$ cat config.mk
export PLATFORM = sky130hd
export DESIGN_NAME = priority_arbiter
export DESIGN_NICKNAME = d
export VERILOG_FILES = /design/src/rtl/priority_arbiter_pkg.sv /design/src/rtl/arb_pri_enc.sv /design/src/rtl/priority_arbiter.sv
export SDC_FILE = /design/constraint.sdc
export NUM_CORES = 1
export LEC_CHECK = 0
export BUFFER_PORTS_ARGS = -buffer_cell sky130_fd_sc_hd__buf_2
export CELL_PAD_IN_SITES_DETAIL_PLACEMENT = 0
export CELL_PAD_IN_SITES_GLOBAL_PLACEMENT = 1
export CORE_MARGIN = 1.5
export CORE_UTILIZATION = 40
export CTS_CLUSTER_DIAMETER = 200
export DETAILED_ROUTE_END_ITERATION = 10
export PLACE_DENSITY = 0.73
export SETUP_SLACK_MARGIN = 0.4
export SYNTH_ARGS = -nofsm -noshare
export SYNTH_HDL_FRONTEND = slang
export SYNTH_SLANG_ARGS = --single-unit
$ cat constraint.sdc
create_clock -name clk -period 2.15 [get_ports clk]
set_clock_uncertainty 0.2 [all_clocks]
set_input_delay 0.5375 -clock clk [delete_from_list [all_inputs] [get_ports clk]]
set_output_delay 0.5375 -clock clk [all_outputs]
set_load 0.02 [all_outputs]
$ cat src/rtl/priority_arbiter_pkg.sv
// Shared types and constants for the priority arbiter.
// The FSM state encoding and the requester/ID widths live here so the top
// and the encoder agree on them.
package priority_arbiter_pkg;

  localparam int N_REQ_C = 8;
  localparam int ID_W_C  = 3;

  typedef enum logic [1:0] {
    ST_IDLE    = 2'd0,
    ST_GRANT   = 2'd1,
    ST_RELEASE = 2'd2
  } arb_state_e;

  // Index-to-one-hot conversion for the registered grant vector.
  function automatic logic [N_REQ_C-1:0] id_to_onehot(input logic [ID_W_C-1:0] id);
    logic [N_REQ_C-1:0] v;
    v = '0;
    v[id] = 1'b1;
    return v;
  endfunction

endpackage

$ cat src/rtl/arb_pri_enc.sv
// Combinational 8-to-3 priority encoder; the highest set bit wins.
// o_valid is high whenever any input bit is set; o_id is 0 otherwise.
module arb_pri_enc
  import priority_arbiter_pkg::*;
(
  input  logic [N_REQ_C-1:0] i_req,
  output logic [ID_W_C-1:0]  o_id,
  output logic               o_valid
);

  // Scan from LSB to MSB so the last (highest) set bit overrides lower ones.
  always_comb begin
    o_id    = '0;
    o_valid = |i_req;
    for (int i = 0; i < N_REQ_C; i++) begin
      if (i_req[i]) o_id = ID_W_C'(i);
    end
  end

endmodule

$ cat src/rtl/priority_arbiter.sv
// Fixed-priority arbiter with hold timeout and a mandatory release cycle.
// Optional fairness mask is compiled in with PRIORITY_ARBITER_FAIR_EN.
//
// state      | meaning
// -----------+-------------------------------------------------------------
// ST_IDLE    | no grant; arbitrate among requests on every edge
// ST_GRANT   | grant held until holder drops or MAX_HOLD cycles elapse
// ST_RELEASE | one cycle with all grant outputs low, then back to IDLE
module priority_arbiter
  import priority_arbiter_pkg::*;
#(
  parameter int N_REQ    = 8,
  parameter int MAX_HOLD = 16
)(
  input  logic              clk,
  input  logic              rst_n,
  input  logic [N_REQ-1:0]  req,
  output logic [N_REQ-1:0]  gnt,
  output logic [ID_W_C-1:0] gnt_id,
  output logic              gnt_valid,
  output logic              timeout
);

  // Counter value seen during the last permitted grant cycle.
  localparam logic [7:0] HOLD_LAST_C = 8'(MAX_HOLD - 1);

  arb_state_e          r_state;
  logic [N_REQ-1:0]    r_gnt;
  logic [ID_W_C-1:0]   r_gnt_id;
  logic                r_gnt_valid;
  logic                r_timeout;
  logic [7:0]          r_hold_cnt;

  logic [N_REQ_C-1:0]  w_enc_in;
  logic [ID_W_C-1:0]   w_enc_id;
  logic                w_enc_valid;
  logic                w_holder_req;

`ifdef PRIORITY_ARBITER_FAIR_EN
  logic [N_REQ_C-1:0]  r_mask;
  logic [N_REQ_C-1:0]  w_masked_req;

  // Prefer requesters below the last holder; fall back to plain priority
  // when nobody below it is asking.
  always_comb begin
    w_masked_req = req & ~r_mask;
    w_enc_in     = (|w_masked_req) ? w_masked_req : req;
  end
`else
  // Strict fixed priority: the encoder sees the raw request vector.
  always_comb begin
    w_enc_in = req;
  end
`endif

  arb_pri_enc u_enc (
    .i_req   (w_enc_in),
    .o_id    (w_enc_id),
    .o_valid (w_enc_valid)
  );

  assign w_holder_req = req[r_gnt_id];

  // Arbitration FSM with registered grant outputs and saturating hold counter.
  always_ff @(posedge clk or negedge rst_n) begin
    if (!rst_n) begin
      r_state     <= ST_IDLE;
      r_gnt       <= '0;
      r_gnt_id    <= '0;
      r_gnt_valid <= 1'b0;
      r_timeout   <= 1'b0;
      r_hold_cnt  <= '0;
`ifdef PRIORITY_ARBITER_FAIR_EN
      r_mask      <= '0;
`endif
    end else begin
      r_timeout <= 1'b0;
      case (r_state)
        ST_IDLE: begin
          if (w_enc_valid) begin
            r_state     <= ST_GRANT;
            r_gnt       <= id_to_onehot(w_enc_id);
            r_gnt_id    <= w_enc_id;
            r_gnt_valid <= 1'b1;
            r_hold_cnt  <= '0;
`ifdef PRIORITY_ARBITER_FAIR_EN
            r_mask      <= '0;
`endif
          end
        end
        ST_GRANT: begin
          // A holder drop wins over an expiring counter: that is a normal release.
          if (!w_holder_req || (r_hold_cnt >= HOLD_LAST_C)) begin
            r_state     <= ST_RELEASE;
            r_gnt       <= '0;
            r_gnt_id    <= '0;
            r_gnt_valid <= 1'b0;
            r_timeout   <= w_holder_req;
`ifdef PRIORITY_ARBITER_FAIR_EN
            r_mask      <= 8'hFF << r_gnt_id;
`endif
          end else if (r_hold_cnt != 8'hFF) begin
            r_hold_cnt <= r_hold_cnt + 8'd1;
          end
        end
        ST_RELEASE: begin
          r_state <= ST_IDLE;
        end
        default: begin
          r_state <= ST_IDLE;
        end
      endcase
    end
  end

  assign gnt       = r_gnt;
  assign gnt_id    = r_gnt_id;
  assign gnt_valid = r_gnt_valid;
  assign timeout   = r_timeout;

endmodule

## Word-level counts from Yosys, hierarchy flattened

Cells that the tools add are included.

- Flip-flop bits (word level): 23
- Input bits: 10
- Word-level logic and storage cells: 55

- Add/sub/neg operators: 1
- Magnitude comparators: 4
- Equality and inequality tests: 6
- Multiplexer cells: 29
- Reduce and logical (&&, ||, !) cells: 9

Operator list:

| cell | number |
|---|---|
| $mux W8 | 5 |
| $pmux W8 S2 | 2 |
| $mux W3 | 6 |
| $add A8 B1 Y8 const B | 1 |
| $ge A8 B4 Y1 const B | 1 |
| $lt A3 B4 Y1 const B | 2 |
| $mux W2 | 4 |
| $ne A8 B8 Y1 const B | 1 |
| $reduce_or A8 Y1 | 1 |
| $mux W1 | 7 |
| $ne A2 B2 Y1 const B | 3 |
| $pmux W3 S2 | 1 |
| $pmux W2 S2 | 1 |
| $reduce_and A4 Y1 | 1 |
| $bmux W1 S3 | 1 |
| $demux W1 S3 | 1 |
| $ge A3 B1 Y1 const B | 1 |
| $reduce_and A3 Y1 | 1 |
| $eq A2 B1 Y1 const B | 1 |
| $logic_not A2 Y1 | 1 |
| $ne A2 B1 Y1 const B | 1 |
| $pmux W1 S2 | 1 |
| $reduce_and A2 Y1 | 1 |
| $reduce_bool A2 Y1 | 1 |
| 3 further kinds | 3 |

## Depth between registers and ports, before layout

Gate-level depths: netlist (run 1).

- Depth after elaboration: 13
- Depth in mapped cells: 7
- Depth with buffers taken out: 5

## By module

From an unflattened synthesis (run 1), not the netlist that was laid out.

- Cells, all modules: 115
- Area, all modules: 1151.1 um^2

Modules (own cells, without submodules):

| module | times used | cells each | area each (um^2) | sequential area each (um^2) |
|---|---|---|---|---|
| priority_arbiter | 1 | 103 | 1084.8 | 575.6 |
| arb_pri_enc | 1 | 12 | 66.3 | 0.0 |

## Worst setup path after synthesis (run 1)

OpenSTA, ideal clock, no wires.

- Kind: reg2reg
- From: reg r_gnt_id[0], in the netlist gnt_id[0]
- To: reg r_gnt_id[1], in the netlist gnt_id[1]
- Data arrival time: 1.754 ns
- Required time: 1.829 ns
- Slack: 0.075 ns
- Stages on the path, launching flop included: 8
- Path buffers: 2
- Clock period less this slack: 2.075 ns
- Path through: dfrtp_1 -> buf_2 -> mux2_1 -> a2bb2oi_2 -> nand4_4 -> nand2_1 -> buf_4 -> a22o_1

- Cells in the longest elaborated chain, start to end: 6

Ends and longest elaborated chain:

| element | RTL line | text |
|---|---|---|
| start, declared | priority_arbiter.sv:29 | `logic [ID_W_C-1:0] r_gnt_id;` |
| start signal, assigned | priority_arbiter.sv:83 | `r_gnt_id <= w_enc_id;` |
| $bmux W1 S3 | priority_arbiter.sv:62 | `assign w_holder_req = req[r_gnt_id];` |
| $mux W1 (implied by the code) | priority_arbiter.sv:62 |  |
| $logic_not A1 Y1 | priority_arbiter.sv:93 | `if (!w_holder_req \|\| (r_hold_cnt >= HOLD_LAST_C)) begin` |
| $logic_or A1 B1 Y1 | priority_arbiter.sv:93 |  |
| $ne A2 B2 Y1 (no line) | n/a |  |
| $reduce_and A3 Y1 (no line) | n/a |  |

Every way passes these cells. The select of a mux whose other input is x is not followed.
A chain may end at the register's enable or synchronous reset.

## Final worst setup path (run 1)

- From: reg r_hold_cnt[5]
- To: reg r_hold_cnt[2]

- Cells in the longest elaborated chain, start to end: 4
- Elaborated cells on any way between the ends: 6

Ends and longest elaborated chain:

| element | RTL line | text |
|---|---|---|
| start, declared | priority_arbiter.sv:32 | `logic [7:0] r_hold_cnt;` |
| start signal, assigned | priority_arbiter.sv:103 | `r_hold_cnt <= r_hold_cnt + 8'd1;` |
| $ge A8 B4 Y1 | priority_arbiter.sv:93 |  |
| $logic_or A1 B1 Y1 | priority_arbiter.sv:93 |  |
| $ne A2 B2 Y1 (no line) | n/a |  |
| $reduce_and A4 Y1 (no line) (*) | n/a |  |

Every way passes the cells marked *; elsewhere a longest branch is shown, timed or not.

==> metrics.md, run 1 <==
| Metric | Value |
|---|---|
| Outcome | `completed` |
| First-pass GRT wire length | `4480 µm` |
| Nets | `149` |
| P_sw | `0.000818 W` |
| Root Buffer | `clkbuf_4` |
| Reg2reg end | `r_hold_cnt[2]` |
| Num rows | `19` |
| Total negative setup slack | `0 ns` |
| Crit. End Element | `flop` |
| GRT overflow | `0` |
| Simple-Gate Fraction of Synth Area | `17.3%` |
| Share of cells above drive strength 1 | `40.1%` |
| Post-Synth XOR/XNOR Area | `0%` |
| Largest net degree at the start of global routing | `24` |
| Fill cells | `239` |
| Slowest stage delay, CP | `0.55 ns` |
| Crit Reg-Reg Startpoint | `r_hold_cnt[5]` |
| Total core area | `2760 µm²` |
| H-tree Lvls | `1` |
| Design Power | `0.00195 W` |
| Die Ht | `56.8 µm` |
| CP startpoint kind | `flop` |
| Drt pass-1 iters | `4` |
| Slowest stage cell, crit path | `or4_4` |
| CTS tree | `yes` |
| Cell area power density | `1280 nW/µm²` |
| CP Class | `flop to flop` |
| Clk buf depth | `2` |
| Unrepaired setup endpoints after global routing | `yes` |
| Seq pwr share | `34.4%` |
| DRC Markers | `0` |
| Global Route Usage Sum | `18.0%` |
| Critical Path RT | `2.16 ns` |
| Worst Setup SP | `r_hold_cnt[5]` |
| Initial DRC count | `25` |
| Leak pwr | `0.715 nW` |
| Sink Count | `23` |
| P&R area growth vs syn | `31.5%` |
| Crit path arrival time | `1.98 ns` |
| Mux cell area share after synthesis | `8.44%` |
| DP Area | `1330 µm²` |
| Crit-path cells | `or4_4 > a31oi_4 > nand4_4 > o211ai_1 > o31ai_1` |
| Routed WL | `2600 µm` |
| Boundary Pins | `23` |
| R2R setup slack | `0.17 ns` |
| Cell internal pwr | `0.00113 W` |
| Adder-Cell Fraction of Synth Area | `1.08%` |
| Critical Path End | `r_hold_cnt[2]` |
| CTS buffer count | `3` |
| Sw Ratio | `42.0%` |
| Detail Route Antenna Nets | `0` |
| Routed length per placed instance | `15.5 µm` |
| Die Footprint | `3220 µm²` |
| Crit share post-route | `92.0%` |
| R2R cell count | `5` |
| Setup ws final | `0.173 ns` |
| Antenna violations before repair | `0` |
| Min-delay worst type | `flop to flop` |
| Post-synth top flop | `dfrtp_1` |
| Clk Latency, worst-skew pair | `0.32 ns` |
| Vias in the first global route | `944` |
| Main combinational cell family by area after synthesis | `compound AO/OA/AOI/OAI gates` |
| Vias | `950` |
| Compound-Gate Fraction of Synth Area | `19.3%` |
| Final HPWL DP | `1730 µm` |
| Synthesis Warnings | `0` |
| Worst-path clk slew | `0.13 ns` |
| RePlAce Congestion | `0.743` |
| Max cap viols | `0` |
| Vias per cell | `5.65` |
| Clock power share | `10.4%` |
| N_diodes | `0` |
| Setup-failing EPs final | `0` |
| Port buffer count | `22` |
| Design Area, Final | `1520 µm²` |
| Yosys cell types | `36` |
| Initial core utilization | `41.9%` |
| Pre-CTS setup slack | `0.0861 ns` |
| Final Hold Viols | `0` |
| Critical-path maximum fanout | `6` |
| Syn Std Cell Area | `1160 µm²` |
| Max Freq | `506 MHz` |
| Final min period | `1.98 ns` |
| Asr flop ratio synth | `100%` |
| Logic pwr share | `55.2%` |
| Syn Nets | `117` |
| Number of synthesized register bits | `23` |
| Peak supply drop | `0.849 mV` |
| Slew @ Worst Pin | `0.529 ns` |
| Mean area per synthesized cell | `10.9 µm²` |
| Syn Inst Count | `106` |
| Die W | `56.8 µm` |
| Slew headroom | `64.6%` |
| Sequential share of the synthesized area | `49.8%` |
| Max-slew violations | `0` |
| Number of synthesized flops with an enable pin | `0` |
[worst min path at each step]
| stage | startpoint | end | slack, ns | depth (start not counted) |
|---|---|---|---|---|
| after global placement | gnt[1] | gnt[1] | 0.27 | 1 |
| after detailed placement | r_hold_cnt[4] | r_hold_cnt[4] | 0.27 | 1 |
| final | r_hold_cnt[7] | r_hold_cnt[7] | 0.30 | 1 |
| after CTS | r_hold_cnt[4] | r_hold_cnt[4] | 0.31 | 1 |
| after global routing | gnt[4] | gnt[4] | 0.33 | 1 |
| after floorplan | rst_n | gnt[0] | 0.04 | 0 |
[metal layers]
layer / part of all wire (%) / GRT usage (%) / wire length, µm / vias up
met5: 0 / 0 / 0 / -
met3: 2.9 / 4.15 / 76 / 5
li1: - / - / - / 454
met4: 0.85 / 2.99 / 22 / 0
met2: 52 / 31.1 / 1350 / 17
met1: 44 / 23.4 / 1150 / 474
[power groups by stage]
stage / registers, W / logic [W] / clock network [W]
2_1_floorplan: 0.000703 / 0.000595 / 0
6_report: 0.000670 / 0.00107 / 0.000202
3_3_place_gp: 0.000667 / 0.000754 / 0
3_5_place_dp: 0.000670 / 0.000754 / 0
5_1_grt: 0.000691 / 0.00116 / 0.000227
4_1_cts: 0.000669 / 0.000958 / 0.000207
[synthesized netlist by cell type (3+ instances only)]
library cell  count  area share (%)
a21oi_1           3             1.3
and2_1            5             2.7
dfrtp_1          23              50
o21ai_0           3             1.3
inv_1             7             2.3
mux2i_1           3             2.6
nor2_1           13             4.2
nand3_1           4             1.7
nand2_1           5             1.6
a22o_1            4             3.0
o2bb2ai_1         4             3.0
[stage by stage]
| step | hold slack [ns] | cells | utilization (%) |
|---|---|---|---|
| 4_1_cts | 0.307 | 166 | 53.1 |
| 3_3_place_gp | 0.268 | 155 | 48.1 |
| 6_report | 0.304 | 168 | 55.1 |
| 5_1_grt | 0.330 | 168 | 55.1 |
| 2_1_floorplan | 0.0419 | 106 | - |
| 3_5_place_dp | 0.274 | 155 | 48.1 |
[cell usage in the layout (no fill, tap or decap), types with 3 or more instances in the layout]
master     count
dfrtp_1       20
buf_2         20
nor2_1        13
inv_1          7
nand3_1        4
a22o_1         4
o2bb2ai_2      4
and2_1         4
buf_6          4
buf_4          4
mux2i_1        3
nand2_1        3
o21ai_0        3
clkbuf_4       3
dfrtp_2        3
[state kept, by name, summed over array words and instances (netlist names)]
signal / cells
gnt: 8
r_hold_cnt: 8
gnt_id: 3
gnt_valid: 1
r_state: 2
timeout: 1
[logic make-up after synthesis]
| logic type | after synthesis |
|---|---|
| compound gates | 27 |
| fa+ha+maj | 1 |
| buf+inv | 11 |
| flops | 23 |
| mux | 7 |
| simple gates | 37 |
[what timing repair did]
item	in CTS	in global routing
endpoints found under the setup margin	20	20
pin swaps	4	2
endpoints found under the hold margin	23	0
buffers inserted	5	2
hold buffers	1	0
gates cloned	1	0
resized for setup	10	8
[final cells by class]
class                      count  area (µm²)  area share, %
timing repair buffer          30         205           13.5
sequential                    23         579           38.1
tap                           31        38.8           2.55
clock inverter                 1        5.00          0.329
clock buffer                   3        22.5           1.48
inverter                       7        26.3           1.73
multi-input combinational     73         643           42.3
[worst max-delay path: cells and delay by family (launching register included)]
kind	cells	cell delay, ns
AO/OA/AOI/OAI	3	0.56
AND/OR/NAND/NOR	2	0.71
flip-flops	1	0.40
No activity file was read; power rests on OpenSTA's default activity.
==> run 2: changes to the inputs <==
ABC_AREA = 1   (was unset)
CORE_ASPECT_RATIO = 0.8   (was unset)
CORE_UTILIZATION = 38   (was 40)
CTS_CLUSTER_SIZE = 30   (was unset)
PLACE_DENSITY = 0.74   (was 0.73)
==> run 2 against run 1 <==
  * Global-route usage decreased by 2.4 points
  * Count of clock-buffer cells in the layout stayed put
  * Critical endpoint is now gnt_id[1]
  * Clock power up 29%
  * Sequential power down 6.1%
  * Worst setup slack gained 0.31 ns
  * Final cell count rose by 25%
  * Non-clock buffer count is 4 lower
  * Sequential cell count did not move
  * Utilization decreased by 3.9 points
  * Combinational power down 12%
  * Register-to-register slack improved by 0.31 ns
==> metrics.md, run 2 <==
| Metric | Value |
|---|---|
| Outcome | `completed` |
| Routed length per placed instance | `11.1 µm` |
| Min-delay worst type | `input pin to asynchronous set/reset pin` |
| Largest cells by area after synthesis | `dfrtp_1, nand2_1, inv_1, nand3_1, nor2_1` |
| Vias in the first global route | `874` |
| Sink Count | `23` |
| Top-count cell post-synth | `nand2_1` |
| First-pass GRT wire length | `3900 µm` |
| Worst-path clk slew | `0.08 ns` |
| Max-slew violations | `0` |
| Vias per cell | `4.58` |
| Share of cells above drive strength 1 | `32.6%` |
| Cell area power density | `1280 nW/µm²` |
| Syn Std Cell Area | `1120 µm²` |
| CP startpoint kind | `flop` |
| Clk Latency, worst-skew pair | `0.26 ns` |
| Sequential share of the synthesized area | `51.2%` |
| RePlAce Congestion | `0.789` |
| Clk buf depth | `2` |
| Most common cell after layout, fill and taps aside | `nand2_1` |
| Total negative setup slack | `0 ns` |
| H-tree Lvls | `1` |
| Crit. End Element | `flop` |
| Mean area per synthesized cell | `7.91 µm²` |
| Asr flop ratio synth | `100%` |
| Nets | `184` |
| DRC Markers | `0` |
| Design Area, Final | `1430 µm²` |
| Top cells by count, synth | `nand2_1, dfrtp_1, inv_1` |
| Clock power share | `14.2%` |
| Total core area | `2790 µm²` |
| Final HPWL DP | `1720 µm` |
| Cell accounting for the most synthesized area | `dfrtp_1` |
| WHS | `0.0320 ns` |
| Crit share post-route | `77.5%` |
| P_sw | `0.000843 W` |
| Port buffer count | `22` |
| Initial core utilization | `40.3%` |
| N_diodes | `0` |
| Most frequent cells in the layout | `nand2_1, dfrtp_1, buf_2, inv_1, nor2_1` |
| Root Buffer | `clkbuf_8` |
| Slew @ Worst Pin | `0.500 ns` |
| Number of synthesized flops with an enable pin | `0` |
| Boundary Pins | `23` |
| Seq pwr share | `34.5%` |
| Largest net degree at the start of global routing | `24` |
| Syn Inst Count | `142` |
| Num rows | `17` |
| CTS tree | `yes` |
| Logic pwr share | `51.3%` |
| Top cell type's share of synthesized area | `51.2%` |
| Die W | `63.8 µm` |
| Routed WL | `2330 µm` |
| Critical Path RT | `2.15 ns` |
| Detail Route Antenna Nets | `0` |
| Leak pwr | `0.790 nW` |
| Final Hold Viols | `0` |
| CP Class | `flop to flop` |
| Critical-path maximum fanout | `7` |
| R2R setup slack | `0.48 ns` |
| Reg2reg end | `gnt_id[1]` |
| Setup-failing EPs final | `0` |
| Number of synthesized register bits | `23` |
| Antenna violations before repair | `0` |
| Slew headroom | `66.7%` |
| R2R cell count | `8` |
| Vias | `961` |
| Sw Ratio | `46.2%` |
| Unrepaired setup endpoints after global routing | `yes` |
| Cell internal pwr | `0.000983 W` |
| Post-synth top flop | `dfrtp_1` |
| GRT overflow | `0` |
| Global Route Usage Sum | `15.6%` |
| Synthesis Warnings | `0` |
| Crit path arrival time | `1.67 ns` |
| CTS buffer count | `3` |
| Crit Reg-Reg Startpoint | `r_hold_cnt[0]` |
| Syn Nets | `153` |
| Worst Setup SP | `r_hold_cnt[0]` |
| Max cap viols | `0` |
| Drt pass-1 iters | `4` |
| DP Area | `1270 µm²` |
| Die Footprint | `3290 µm²` |
| Max Freq | `600 MHz` |
| Final min period | `1.67 ns` |
| Peak supply drop | `0.682 mV` |
| Yosys cell types | `20` |
| Initial DRC count | `57` |
| Die Ht | `51.6 µm` |
| P&R area growth vs syn | `27.1%` |
-- run 2: cell count changes after synthesis, sizes merged, moves of 4 or more --
| cell | delta |
|---|---|
| and2 | -5 |
| nand3 | +10 |
| o2bb2ai | -4 |
| nand2 | +47 |
| a22o | -4 |
| nor2 | +4 |
| inv | +13 |
-- run 2: worst max path at each step --
stage | end | slack (ns) | cells after the start
detailed placement | gnt[5] | 0.19 | 9
CTS | gnt_id[2] | 0.40 | 8
global route | gnt_id[1] | 0.36 | 8
global placement | gnt[4] | 0.23 | 9
finish | gnt_id[1] | 0.48 | 8
floorplan | gnt[5] | 0.46 | 8
-- run 2: area by class of cell --
| cell class | instances | area, µm² |
|---|---|---|
| Fill cell | 283 | 1360 |
| Sequential cell | 23 | 577 |
| Multi-Input combinational cell | 99 | 542 |
| Timing Repair Buffer | 26 | 140 |
| Inverter | 20 | 75.1 |
| Tap cell | 38 | 47.5 |
| Clock buffer | 3 | 41.3 |
| Clock inverter | 1 | 5.00 |
-- run 2: critical path, cell delays in order, from the launching register on --
cell	delay (ns)
dfrtp_1	0.41
ha_2	0.19
nand2_2	0.06
inv_2	0.04
a21oi_4	0.21
nand3_4	0.20
nand2_8	0.16
nand2_2	0.06
nand2_2	0.06
-- run 2: power groups by stage --
stage               registers, W  clock network, W  logic (W)
CTS                     0.000617          0.000274   0.000741
detailed placement      0.000624                 0   0.000716
global route            0.000647          0.000290    0.00105
floorplan               0.000700                 0   0.000468
finish                  0.000629          0.000260   0.000937
global placement        0.000627                 0   0.000713
-- run 2: per-layer routing --
layer	part of all wire, %	track usage [%]
met3	4.2	4.55
met4	1.5	6.52
met5	0	0
met1	55	22.3
met2	39	22.0
-- run 2: kinds of logic (layout without fill, tap and decap cells) --
kind of cell | count (synthesis) | in the layout | share of synthesized area (%)
xor gates and xnor gates | 1 | 1 | 0.780
and+or+nand+nor | 90 | 91 | 35.0
DFF | 23 | 23 | 51.2
adders and majority gates | 1 | 1 | 1.11
AOI/OAI and AO/OA | 6 | 6 | 4.23
buffers and inverters | 21 | 50 | 7.68
-- run 2: what timing repair did --
action / in CTS / in global routing
setup endpoints to repair: 17 / 21
gates resized for setup: 3 / 19
pin swaps: 1 / 8
hold buffers: 0 / 0
cloned: 0 / 1
setup buffers: 0 / 4
-- run 2: stage by stage --
step	instances	utilization, %	total power, W	setup slack [ns]
global placement	201	45.6	0.00134	0.227
detailed placement	201	45.6	0.00134	0.189
floorplan	142	-	0.00117	0.463
global route	210	51.2	0.00199	0.362
finish	210	51.2	0.00183	0.484
CTS	205	47.8	0.00163	0.403
==> run 3: changes to the inputs <==
ABC_AREA = 0   (was 1)
CORE_UTILIZATION = 40   (was 38)
PLACE_DENSITY = 0.73   (was 0.74)
clock period = 1.7 ns   (was 2.15 ns; I/O delays follow)
==> run 3 against run 2 <==
  * The flow now finishes with violations (negative setup slack)
  * Die area is 2.1% lower
  * Sequential share of layout area is 10 points lower
  * Register-to-register slack worse by 0.76 ns
  * Final cell count is 0.95% higher
  * Hold slack better by 0.27 ns
  * Routed wire length is 35% higher
  * Critical path depth is 2 lower
  * Critical endpoint is now gnt[6]
==> metrics.md, run 3 (synthesis results as in run 1) <==
| Metric | Value |
|---|---|
| DP Area | `1590 µm²` |
| Worst-path clk slew | `0.13 ns` |
| Max cap viols | `0` |
| Share of cells above drive strength 1 | `55.2%` |
| Crit-path cells | `or4_4 > a31oi_4 > nand4_4 > buf_4 > nand2_8 > a22o_1` |
| Num rows | `17` |
| Vias in the first global route | `1144` |
| DRC Markers | `0` |
| R2R setup slack | `-0.28 ns` |
| GRT overflow | `0` |
| Slowest stage cell, crit path | `or4_4` |
| Nets | `186` |
| Final HPWL DP | `2260 µm` |
| Most frequent cells in the layout | `buf_4, buf_6, dfrtp_1, nor2_1, buf_2` |
| Final core occ | `70.1%` |
| Most common cell after layout, fill and taps aside | `buf_4` |
| Sink Count | `23` |
| Failing checks | `negative setup slack` |
| Total core area | `2740 µm²` |
| Largest net degree at the start of global routing | `24` |
| CTS tree | `yes` |
| Crit path arrival time | `2.04 ns` |
| Top Usage Layer GRT | `met2` |
| Design Area, Final | `1920 µm²` |
| Detail Route Antenna Nets | `0` |
| Setup ws final | `-0.280 ns` |
| Hold Startpoint | `req[4]` |
| Leak pwr | `0.925 nW` |
| Clk buf depth | `2` |
| Fill cells | `204` |
| Grt met1 use | `31.8%` |
| N_diodes | `0` |
| H-tree Lvls | `1` |
| Unrepaired setup endpoints after global routing | `yes` |
| Slowest stage delay, CP | `0.55 ns` |
| Max-slew violations | `0` |
| Drt pass-1 iters | `4` |
| Critical-path maximum fanout | `7` |
| Routed length per placed instance | `14.8 µm` |
| Port buffer count | `22` |
| Register area | `579 µm²` |
| Die Footprint | `3220 µm²` |
| Max Freq | `505 MHz` |
| Min-delay worst type | `input pin to flop` |
| Initial core utilization | `42.1%` |
| CTS buffer count | `3` |
| CP startpoint kind | `flop` |
| Final min period | `1.98 ns` |
| Die W | `63.1 µm` |
| Peak supply drop | `0.960 mV` |
| GR met2 Demand/Resource | `34.9%` |
| Slew @ Worst Pin | `0.718 ns` |
| Critical Path RT | `1.76 ns` |
| GRT met3 Usage | `6.61%` |
| Pre-CTS setup slack | `-0.310 ns` |
| CP Class | `flop to flop` |
| Crit. End Element | `flop` |
| Slew headroom | `51.9%` |
| Multi-input logic area | `653 µm²` |
| Antenna violations before repair | `0` |
| Worst Setup SP | `r_hold_cnt[5]` |
| Final Hold Viols | `0` |
| Crit Reg-Reg Startpoint | `r_hold_cnt[5]` |
| Crit share post-route | `116%` |
| RePlAce Congestion | `0.887` |
| WHS | `0.306 ns` |
| Vias | `1088` |
| Setup-failing EPs final | `20` |
| First-pass GRT wire length | `5530 µm` |
| Routed WL | `3140 µm` |
| Boundary Pins | `23` |
| Clk Latency, worst-skew pair | `0.32 ns` |
| Global Route Usage Sum | `22.9%` |
| Vias per cell | `5.13` |
| Initial DRC count | `43` |
| P&R area growth vs syn | `66.3%` |
| Outcome | `finished, violations left` |
| Die Ht | `51.1 µm` |
| Cell area power density | `1520 nW/µm²` |
| Root Buffer | `clkbuf_4` |
==> run 3: cell types whose count changed in the layout (fill, tap and decap cells not counted), sizes merged, moves of 3 or more <==
| cell | before | now |
|---|---|---|
| nand2 | 53 | 6 |
| buf | 26 | 65 |
| inv | 20 | 7 |
| nand3 | 14 | 4 |
| and2 | 0 | 5 |
| a22o | 0 | 4 |
| nor2 | 17 | 13 |
| o2bb2ai | 0 | 4 |
| mux2i | 0 | 3 |
==> run 3: critical path: cells and delay by family (launching register included) <==
kind,cells,cell delay (ns)
AND/OR/NAND/NOR,3,0.77
AO/OA/AOI/OAI,2,0.35
flip-flops,1,0.40
buffers and inverters,1,0.20
==> run 3: metrics by stage <==
step	power (W)	cells	TNS, ns
2_1_floorplan	0.00166	106	-2.31
3_3_place_gp	0.00212	191	-4.51
3_5_place_dp	0.00214	191	-5.05
4_1_cts	0.00277	208	-4.56
5_1_grt	0.00313	212	-5.69
6_report	0.00293	212	-4.34
==> run 3: path summary, 6_finish.rpt <==
kind / to / cells after the start
hold / removal: gnt[4] / 3
min in group asynchronous: gnt[2] / 2
max in group asynchronous: gnt_id[1] / 2
setup reg to reg: gnt[6] / 6
hold reg to reg: r_hold_cnt[5] / 1
setup / recovery: gnt[6] / 6
==> run 3: where the power goes <==
part | internal, W | switching (W) | total (W)
Sequential | 0.000681 | 0.000135 | 0.000816
Combinational | 0.00103 | 0.000832 | 0.00186
Clock | 0.0000881 | 0.000169 | 0.000257
==> run 3: layer usage <==
| metal | routed length (µm) | part of all wire [%] | vias to the layer above |
|---|---|---|---|
| met5 | 0 | 0 | - |
| met4 | 25 | 0.80 | 0 |
| met3 | 183 | 5.8 | 2 |
| met2 | 1430 | 46 | 27 |
| met1 | 1500 | 48 | 530 |
| li1 | - | - | 529 |
==> run 3: area by class of cell <==
| cell class | count | share of cell area [%] |
|---|---|---|
| clock buffers | 3 | 1.17 |
| flip-flops and latches | 23 | 30.1 |
| well taps | 38 | 2.47 |
| multi-input cells | 73 | 34.0 |
| clock inverters | 1 | 0.260 |
| repair buffers | 67 | 30.5 |
| inverters | 7 | 1.50 |
==> run 3: timing repair <==
action,CTS,global route
endpoints found under the setup margin,36,38
pin swaps,2,3
hold endpoints to repair,23,0
hold buffers,1,0
gates cloned,1,0
resized for setup,31,21
setup buffers,11,4
